File: config.mk
export PLATFORM = sky130hd
export DESIGN_NAME = vrased_reset_ctrl
export DESIGN_NICKNAME = d
export VERILOG_FILES = /design/src/rtl/vrased_reset_ctrl.sv
export SDC_FILE = /design/constraint.sdc
export NUM_CORES = 1
export LEC_CHECK = 0
export BUFFER_PORTS_ARGS = -buffer_cell sky130_fd_sc_hd__buf_4
export CORE_MARGIN = 2
export CORE_UTILIZATION = 46
export DETAILED_ROUTE_END_ITERATION = 10
export PLACE_DENSITY = 0.78
export SYNTH_ARGS = -nofsm -noshare
export SYNTH_HDL_FRONTEND = slang
export SYNTH_SLANG_ARGS = --single-unit
File: constraint.sdc
create_clock -name clk -period 1.7 [get_ports clk]
set_clock_uncertainty 0.15 [all_clocks]
set_input_delay 0.085 -clock clk [delete_from_list [all_inputs] [get_ports clk]]
set_output_delay 0.085 -clock clk [all_outputs]
set_load 0.03 [all_outputs]
File: src/rtl/vrased_reset_ctrl.sv
// Collects monitor violation resets into one stretched CPU reset, with sticky
// cause/count/retry records and a release sequence tolerant of boot-time KILL residue.
module vrased_reset_ctrl #(
  parameter int N_SRC       = 4,
  parameter int HOLD_CYCLES = 16,
  parameter int WAIT_MAX    = 64
) (
  input  logic             clk,
  input  logic             reset,
  input  logic [N_SRC-1:0] viol,
  output logic             sys_rst,
  output logic [N_SRC-1:0] cause,
  output logic [7:0]       viol_cnt,
  output logic             retry_err
);

  typedef enum logic [1:0] {
    HOLD = 2'd0,
    WAIT = 2'd1,
    RUN  = 2'd2
  } state_e;

  localparam logic [7:0] HOLD_LD = 8'(HOLD_CYCLES - 1);
  localparam logic [7:0] WAIT_LD = 8'(WAIT_MAX - 1);

  state_e           state_q;
  logic [7:0]       cnt_q;
  logic             sys_rst_q;
  logic [N_SRC-1:0] cause_q;
  logic [7:0]       viol_cnt_q;
  logic             retry_err_q;

  logic [N_SRC-1:0] cause_d;
  logic [7:0]       viol_cnt_d;
  logic             viol_any;

  function automatic logic [7:0] sat_inc(input logic [7:0] v);
    return (v == 8'hFF) ? v : v + 8'd1;
  endfunction

  always_comb begin
    viol_any   = |viol;
    cause_d    = cause_q | viol;
    viol_cnt_d = sat_inc(viol_cnt_q);
  end

  always_ff @(posedge clk or posedge reset) begin
    if (reset) begin
      state_q     <= HOLD;
      cnt_q       <= HOLD_LD;
      sys_rst_q   <= 1'b1;
      cause_q     <= '0;
      viol_cnt_q  <= 8'd0;
      retry_err_q <= 1'b0;
    end else begin
      case (state_q)
        HOLD: begin
          // Residue from monitors still in KILL is recorded but never counted.
          cause_q <= cause_d;
          if (cnt_q == 8'd0) begin
            state_q   <= WAIT;
            cnt_q     <= WAIT_LD;
            sys_rst_q <= 1'b0;
          end else begin
            cnt_q <= cnt_q - 8'd1;
          end
        end
        WAIT: begin
          cause_q <= cause_d;
          if (!viol_any) begin
            state_q <= RUN;
          end else if (cnt_q == 8'd0) begin
            state_q     <= HOLD;
            cnt_q       <= HOLD_LD;
            sys_rst_q   <= 1'b1;
            retry_err_q <= 1'b1;
          end else begin
            cnt_q <= cnt_q - 8'd1;
          end
        end
        RUN: begin
          if (viol_any) begin
            state_q    <= HOLD;
            cnt_q      <= HOLD_LD;
            sys_rst_q  <= 1'b1;
            cause_q    <= cause_d;
            viol_cnt_q <= viol_cnt_d;
          end
        end
        default: begin
          state_q   <= HOLD;
          cnt_q     <= HOLD_LD;
          sys_rst_q <= 1'b1;
        end
      endcase
    end
  end

  assign sys_rst   = sys_rst_q;
  assign cause     = cause_q;
  assign viol_cnt  = viol_cnt_q;
  assign retry_err = retry_err_q;

endmodule

==> results of run 1 <==
metal layers:
metal / vias up / wire length (um)
met1: 476 / 1100
li1: 485 / -
met3: 4 / 106
met4: 0 / 21
met5: - / 0
met2: 33 / 1450
final timing paths:
path | endpoint | from | cells after the start
max | viol_cnt[1] | viol_cnt[1] | 4
min | cnt_q[1] | viol[2] | 4
min in group asynchronous | cnt_q[7] | reset | 4
max in group asynchronous | cnt_q[1] | reset | 4
max reg2reg | viol_cnt[1] | viol_cnt[1] | 4
min reg2reg | sys_rst | sys_rst | 2
power by group through the flow:
stage	sequential [uW]	combinational [uW]	clock, uW
after floorplan	995	375	0
after global placement	917	696	0
after detailed placement	930	730	0
after CTS	922	754	304
after global routing	933	858	329
final	912	788	295
what timing repair did:
item	4_1_cts	5_1_grt
gates cloned	0	0
gates resized for setup	5	4
pin swaps	0	4
setup buffers	0	2
hold buffers	5	0
endpoints found under the hold margin	28	0
endpoints found under the setup margin	7	7
cell type report:
type                       instances  share of cell area (%)
multi-input combinational         80                    36.4
tap                               30                    2.32
sequential                        24                    38.1
clock buffer                       4                    2.24
timing repair buffer              39                    18.9
inverter                           9                    2.09
state kept, by name (all words and copies together), names as in the netlist:
signal     flops
viol_cnt       8
cnt_q          8
retry_err      1
state_q        2
sys_rst        1
cause          4
logic make-up (layout without fill, tap and decap cells):
family | Yosys count | count (layout) | synth area share, %
compound gates | 24 | 24 | 13.7
xor+xnor | 12 | 12 | 8.70
fa+ha+maj | 3 | 3 | 3.11
buf+inv | 12 | 52 | 5.18
flops | 24 | 24 | 50.3
mux | 1 | 1 | 0.933
simple gates | 40 | 40 | 18.1
placed cells by master, fill, tap and decap left out, drive strengths merged, types with 2 or more instances in the layout:
master and n:
nand2 9, xor2 6, nor4 4, a21o 4, nor3b 2, clkbuf 4, and2 4, dfstp 5
a21oi 3, xnor2 6, nand3 5, buf 34, nor2 5, a31oi 2, dlygate4sd3 5, o211ai 4
o21ai 6, ha 3, dfrtp 19, nor3 6, inv 9
per-stage QoR:
stage	instance area [um^2]	worst slack [ns]	util [%]	cells	setup TNS (ns)
finish	1620	0.00358	65.3	186	0
CTS	1580	0.0163	63.9	184	0
global placement	1480	0.0167	59.7	175	0
global route	1620	-0.0996	65.3	186	-0.233
detailed placement	1480	-0.0461	59.7	175	-0.157
floorplan	1230	-0.00807	-	116	-0.00807
worst register-to-register path, delay by kind of cell, from the launching register on:
| kind | cells | cell delay [ns] |
|---|---|---|
| mux | 1 | 0.39 |
| flops | 1 | 0.42 |
| fa+ha+maj | 1 | 0.15 |
| compound gates | 1 | 0.42 |
| simple gates | 1 | 0.07 |
==> impl_metrics.yaml, run 1 <==
global_route:
  grt.overflow.total: 0
  met3_usage_pct: 2.11
  grt_antenna_before_repair: 0
  grt_use_total_pct: 17.1
  met2_usage_pct: 31.1
  grt_start_max_net_pins: 25
  busiest_layer: "met2"
  grt_pass1_wl_mm: 4.26
  first_global_vias: 1002
  grtUsageMet1_pct: 20.7
logic_synthesis:
  synthArstFlopShare_pct: 100
  synth_top_area_cell: "dfrtp_1"
  syn_avg_cell_area_um2: 10.4
  synth_top_area_share_pct: 39.4
  seq_area_frac_synth_pct: 50.3
  synthFlopType: "dfrtp_1"
  yosysMostFrequentCell: "dfrtp_1"
  ys_types: 35
  ys_ff_latch: 24
  yosysWarnings: 0
  synth_edf_count: 0
  synth_nets: 125
  synth_top_cells_by_area: "dfrtp_1 (39%), dfstp_2 (11%), xnor2_1 (4.4%)"
  syn_inst: 116
  syn_area_mm2: 0.00121
  synth_commonest_cells: "dfrtp_1 (19), inv_1 (9), nand2_1 (9)"
setup_path:
  path_max_fanout: 5
  critPathSlowestCell: "dfrtp_2"
  worst-path-buf-inv: 0
  required_ns: 1.75
  cp_top_family: "flip-flops"
  r2r_slack_ns: 0.004
  cp_cell_sequence: "ha_4 > nand3_2 > o211ai_1 > mux2_2"
  slowest_delay_ns: 0.42
  cp-start-kind: "register"
  worstSetupPathType: "register to register"
  critPathArrivalTime_ns: 1.75
  cp-end-kind: "register"
finish:
  nNetsFinal: 166
  area_growth_pct: 33.9
  drive_gt1_share_pct: 41.0
  fill_cells: 198
  regArea_um2: 616
  multi_input_area_um2: 588
  diodes: 0
clock_tree:
  cts-root-buf: "clkbuf_4"
  path_clk_slew_ns: 0.12
  cts_tree: "yes"
  cts_sinks: 24
  htree_levels: 1
  clockBufferDepth: 2
  insertion_delay_ns: 0.31
  cts_buffers: 3
power:
  p_comb_share_pct: 39.5
  irDropWorstVdd_uv: 843
  p_clk_share_pct: 14.8
  finalPower_uw: 2000
  seq_power_share_pct: 45.7
  power_switching_uw: 705
  powerDensity_mw_per_mm2: 1230
  p_leak_uw: 0.000720
  switching_share_pct: 35.3
  p_int_uw: 1290
routing:
  routedWlPerCell_um: 14.4
  drtIter0Drc: 23
  drc: 0
  drt_pre_antenna_iters: 4
  vias: 998
  routed_via_density: 5.37
  postRouteAntennaNets: 0
  wl_mm: 2.68
die:
  die_h_um: 55.2
  die_x_um: 55.2
  initial_core_util_pct: 48.7
  io_pins: 20
  core_mm2: 0.00248
  die_area_mm2: 0.00305
  rows: 18
timing:
  fin_crit_ns: 1.70
  timing.slew.headroom_pct: 67.6
  fmax_mhz: 589
  maxSlewViolCount: 0
  tightest_slew_ns: 0.484
  hold_slack_ns: 0.0766
  finalHoldViolations: 0
  rsz0062_at_grt: "true"
  period_share_pct: 99.8
  setup-violations-final: 0
placement:
  portBuffers: 19
  gp_congestion: 0.812
  place_hpwl_mm: 1.86
hold_path:
  hp-class: "input port to register"
outcome:
  status: "complete, no violations"
run:
  maxCapViolations: 0
(Power assumes the default switching activity.)
==> inputs of run 2 (changes only) <==
--- a/config.mk
+++ b/config.mk
@@ -8,8 +8,9 @@
 export BUFFER_PORTS_ARGS = -buffer_cell sky130_fd_sc_hd__buf_4
 export CORE_MARGIN = 2
 export CORE_UTILIZATION = 46
+export CTS_CLUSTER_SIZE = 8
 export DETAILED_ROUTE_END_ITERATION = 10
-export PLACE_DENSITY = 0.78
+export PLACE_DENSITY = 0.75
 export SYNTH_ARGS = -nofsm -noshare
 export SYNTH_HDL_FRONTEND = slang
 export SYNTH_SLANG_ARGS = --single-unit
==> constraint.sdc (replaced) <==
create_clock -name clk -period 2.18 [get_ports clk]
set_clock_uncertainty 0.15 [all_clocks]
set_input_delay 0.109 -clock clk [delete_from_list [all_inputs] [get_ports clk]]
set_output_delay 0.109 -clock clk [all_outputs]
set_load 0.03 [all_outputs]
==> impl_metrics.yaml, run 2 (synthesized netlist as in run 1, its figures left out) <==
hold_path:
  hp-class: "input port to async pin"
timing:
  period_share_pct: 94.0
  rsz0062_at_grt: "false"
  timing.slew.headroom_pct: 68.3
  tightest_slew_ns: 0.470
  finalHoldViolations: 0
  maxSlewViolCount: 0
  fmax_mhz: 488
  fin_crit_ns: 2.05
  fin_setup_tns_ns: 0
  setup-violations-final: 0
setup_path:
  r2r_end: "cnt_q[6]"
  cp-start-kind: "register"
  worstSetupPathType: "register to register"
  r2r_slack_ns: 0.13
  required_ns: 2.30
  timing.critical_path.from: "cnt_q[0]"
  cp-end-kind: "register"
  path_max_fanout: 5
  reg2reg_depth: 6
  timing.rr.start: "cnt_q[0]"
  worstSetupEndpoint: "cnt_q[6]"
  critPathArrivalTime_ns: 2.17
clock_tree:
  path_clk_slew_ns: 0.13
  cts_sinks: 24
  cts_tree: "yes"
  clockBufferDepth: 2
  insertion_delay_ns: 0.31
  cts_buffers: 3
  cts-root-buf: "clkbuf_4"
  ctsResizeCount: 0
  htree_levels: 1
finish:
  drive_gt1_share_pct: 26.4
  nNetsFinal: 154
  multi_input_area_um2: 538
  diodes: 0
  fill_cells: 210
  final_common_cell: "buf_4"
  regArea_um2: 607
  stdcell_area_mm2: 0.00147
  area_growth_pct: 21.6
  most-common-layout-cells: "buf_4 (22), dfrtp_1 (19), inv_1 (9), nand2_1 (9)"
global_route:
  grt_start_max_net_pins: 25
  grt.overflow.total: 0
  first_global_vias: 969
  grt_use_total_pct: 17.5
  grt_pass1_wl_mm: 4.31
  grt_antenna_before_repair: 0
routing:
  drc: 0
  drtIter0Drc: 21
  postRouteAntennaNets: 0
  vias: 981
  wl_mm: 2.53
  drt_pre_antenna_iters: 4
  routed_via_density: 5.64
  routedWlPerCell_um: 14.5
placement:
  placed_area_mm2: 0.00138
  portBuffers: 19
  place_hpwl_mm: 1.71
  gp_congestion: 0.939
run:
  maxCapViolations: 0
outcome:
  status: "complete, no violations"
die:
  rows: 18
  die_h_um: 55.2
  die_area_mm2: 0.00305
  die_x_um: 55.2
  io_pins: 20
  core_mm2: 0.00248
  initial_core_util_pct: 48.7
power:
  p_leak_uw: 0.000669
  irDropWorstVdd_uv: 668
  powerDensity_mw_per_mm2: 984
==> run 2: worst min path at each step <==
stage / startpoint / slack (ns) / endpoint
2_1_floorplan: reset / -0.03 / cause[0]
3_3_place_gp: reset / 0.02 / viol_cnt[2]
3_5_place_dp: reset / 0.03 / viol_cnt[2]
4_1_cts: reset / 0.23 / viol_cnt[2]
5_1_grt: reset / 0.27 / cause[1]
6_report: reset / 0.22 / viol_cnt[2]
==> run 2: through the flow <==
stage | utilization [%] | worst slack [ns] | hold WS, ns | std cells | power (uW)
4_1_cts | 59.2 | 0.126 | 0.234 | 174 | 1450
2_1_floorplan | - | 0.360 | -0.0301 | 116 | 1050
3_5_place_dp | 55.8 | 0.170 | 0.0298 | 165 | 1200
3_3_place_gp | 55.8 | 0.235 | 0.0213 | 165 | 1190
6_report | 59.2 | 0.131 | 0.221 | 174 | 1440
5_1_grt | 59.2 | 0.00821 | 0.265 | 174 | 1540
==> run 2: area by class of cell <==
type                            instances  area share, %
Clock buffer                            4           2.47
Inverter                                9           2.30
Multi-Input combinational cell         80           36.7
Sequential cell                        24           41.3
Tap cell                               30           2.56
Timing Repair Buffer                   27           14.7
==> run 2: timing repair <==
action                                 CTS  global route
setup buffers                            0             0
hold buffers                             5             0
endpoints found under the hold margin   28             0
setup endpoints to repair                0             0
==> run 2: critical path: stages (launching register included) <==
cell     delay [ns]
dfstp_2        0.58
inv_1          0.09
ha_1           0.20
nor3b_1        0.16
and2_2         0.23
o21ai_0        0.40
and2_1         0.19
==> run 2: power breakdown <==
group          internal (uW)  switching, uW
Clock                    102            135
Sequential               594            129
Combinational            226            258
==> run 2: layer usage <==
metal	wire (um)	GRT usage, %
met5	0	0
met4	80	6.62
met3	116	2.81
met2	1250	31.3
met1	1070	21.1
==> inputs of run 3 (changes only) <==
--- a/config.mk
+++ b/config.mk
@@ -6,6 +6,7 @@
 export NUM_CORES = 1
 export LEC_CHECK = 0
 export BUFFER_PORTS_ARGS = -buffer_cell sky130_fd_sc_hd__buf_4
+export CORE_ASPECT_RATIO = 0.5
 export CORE_MARGIN = 2
 export CORE_UTILIZATION = 46
 export CTS_CLUSTER_SIZE = 8
==> constraint.sdc (replaced) <==
create_clock -name clk -period 2.18 [get_ports clk]
set_clock_uncertainty 0.15 [all_clocks]
set_input_delay 0.109 -clock clk [delete_from_list [all_inputs] [get_ports clk]]
set_output_delay 0.109 -clock clk [all_outputs]
set_load 0.1 [all_outputs]
==> impl_metrics.yaml, run 3 (synthesized netlist as in run 1, its figures left out) <==
power:
  p_leak_uw: 0.000668
  powerDensity_mw_per_mm2: 1130
  irDropWorstVdd_uv: 549
timing:
  fin_ws_ns: 0.139
  finalHoldViolations: 0
  maxSlewViolCount: 0
  fin_crit_ns: 2.04
  period_share_pct: 93.6
  fin_setup_tns_ns: 0
  fmax_mhz: 490
  timing.slew.headroom_pct: 67.9
  rsz0062_at_grt: "false"
  tightest_slew_ns: 0.477
  setup-violations-final: 0
clock_tree:
  cts_sinks: 24
  clockBufferDepth: 2
  postCtsSetupRepairBufs: 0
  cts-root-buf: "clkbuf_8"
  cts_buffers: 3
  path_clk_slew_ns: 0.08
  cts_tree: "yes"
  insertion_delay_ns: 0.27
  htree_levels: 1
setup_path:
  path_max_fanout: 5
  cp-end-kind: "register"
  timing.rr.start: "cnt_q[0]"
  required_ns: 2.24
  critPathArrivalTime_ns: 2.11
  cp_top_family: "simple AND/OR/NAND/NOR gates"
  critPathSlowestCell: "dfstp_2"
  worstSetupPathType: "register to register"
  worst-path-buf-inv: 1
  cp-start-kind: "register"
  r2r_end: "cnt_q[6]"
  cp_cell_sequence: "inv_1 > ha_1 > nor3b_1 > and2_2 > o21ai_0 > and2_1"
  slowest_delay_ns: 0.56
  reg2reg_depth: 6
  r2r_slack_ns: 0.14
placement:
  gp_congestion: 0.824
  placed_area_mm2: 0.00140
  pre_cts_slack_ns: 0.153
  place_hpwl_mm: 1.68
  portBuffers: 19
global_route:
  grt_use_total_pct: 17.4
  grt_start_max_net_pins: 14
  grt.overflow.total: 0
  grt_antenna_before_repair: 0
  first_global_vias: 810
  grt_pass1_wl_mm: 3.86
routing:
  vias: 923
  wl_met1_mm: 1.14
  drtIter0Drc: 52
  routed_via_density: 5.10
  wl_met3_um: 66
  top_layer: "met4"
  drc: 0
  met2_length_mm: 1.15
  wl_mm: 2.40
  drt_pre_antenna_iters: 4
  routedWlPerCell_um: 13.3
  postRouteAntennaNets: 0
finish:
  drive_gt1_share_pct: 30.6
  final_common_cell: "buf_4"
  nNetsFinal: 154
  area_growth_pct: 24.5
  most-common-layout-cells: "buf_4 (22), dfrtp_1 (13), inv_1 (9), nand2_1 (9)"
  final_util_pct: 59.2
  diodes: 0
  stdcell_area_mm2: 0.00150
outcome:
  status: "complete, no violations"
die:
  rows: 13
  die_area_mm2: 0.00308
  initial_core_util_pct: 47.6
  io_pins: 20
  die_h_um: 40.2
  core_mm2: 0.00254
  die_x_um: 76.5
run:
  maxCapViolations: 0
hold_path:
  hp-class: "input port to async pin"
## run 3: changes by cell type in the layout (fill, tap and decap cells not counted)
cell	delta
dfrtp_2	+6
dfrtp_1	-6
clkbuf_8	+3
clkbuf_4	-3
## run 3: worst max path at each step
| stage | startpoint | slack (ns) | end | depth (start not counted) |
|---|---|---|---|---|
| 2_1_floorplan | viol_cnt[7] | 0.08 | viol_cnt[1] | 3 |
| 3_3_place_gp | cnt_q[0] | 0.22 | cnt_q[6] | 6 |
| 3_5_place_dp | cnt_q[0] | 0.15 | cnt_q[6] | 6 |
| 4_1_cts | cnt_q[0] | 0.13 | cnt_q[6] | 6 |
| 5_1_grt | cnt_q[0] | 0.03 | cnt_q[6] | 6 |
| 6_report | cnt_q[0] | 0.14 | cnt_q[6] | 6 |
## run 3: cell type report
class                      instances  area (um^2)
tap                               37         46.3
inverter                           9         33.8
sequential                        24          614
fill                             223         1030
clock buffer                       4         55.1
multi-input combinational         80          538
timing repair buffer              27          215
## run 3: power breakdown
group	switching, uW	internal (uW)	leakage [uW]
clock	141	161	0.0000288
combinational	437	223	0.000366
sequential	135	598	0.000274
total	713	983	0.000668
## run 3: through the flow
| stage | std cells | hold slack (ns) | power [uW] |
|---|---|---|---|
| after floorplan | 116 | -0.0305 | 1240 |
| after global placement | 172 | -0.0150 | 1370 |
| after detailed placement | 172 | -0.00607 | 1390 |
| after CTS | 181 | 0.251 | 1710 |
| after global routing | 181 | 0.290 | 1790 |
| final | 181 | 0.256 | 1700 |
## run 3: layer usage
layer | global-route usage, % | up-vias
met3 | 5.41 | 4
li1 | - | 463
met4 | 8.18 | 0
met5 | 0 | -
met2 | 29.9 | 10
met1 | 21.1 | 446
## run 3: tightest hold or removal path: cells and delay by family
| family | cells | cell delay (ns) |
|---|---|---|
| buf+inv | 3 | 1.00 |
## run 3: repair_timing
action	4_1_cts	5_1_grt
gates resized for setup	0	0
hold buffers	5	0
hold endpoints to repair	15	0
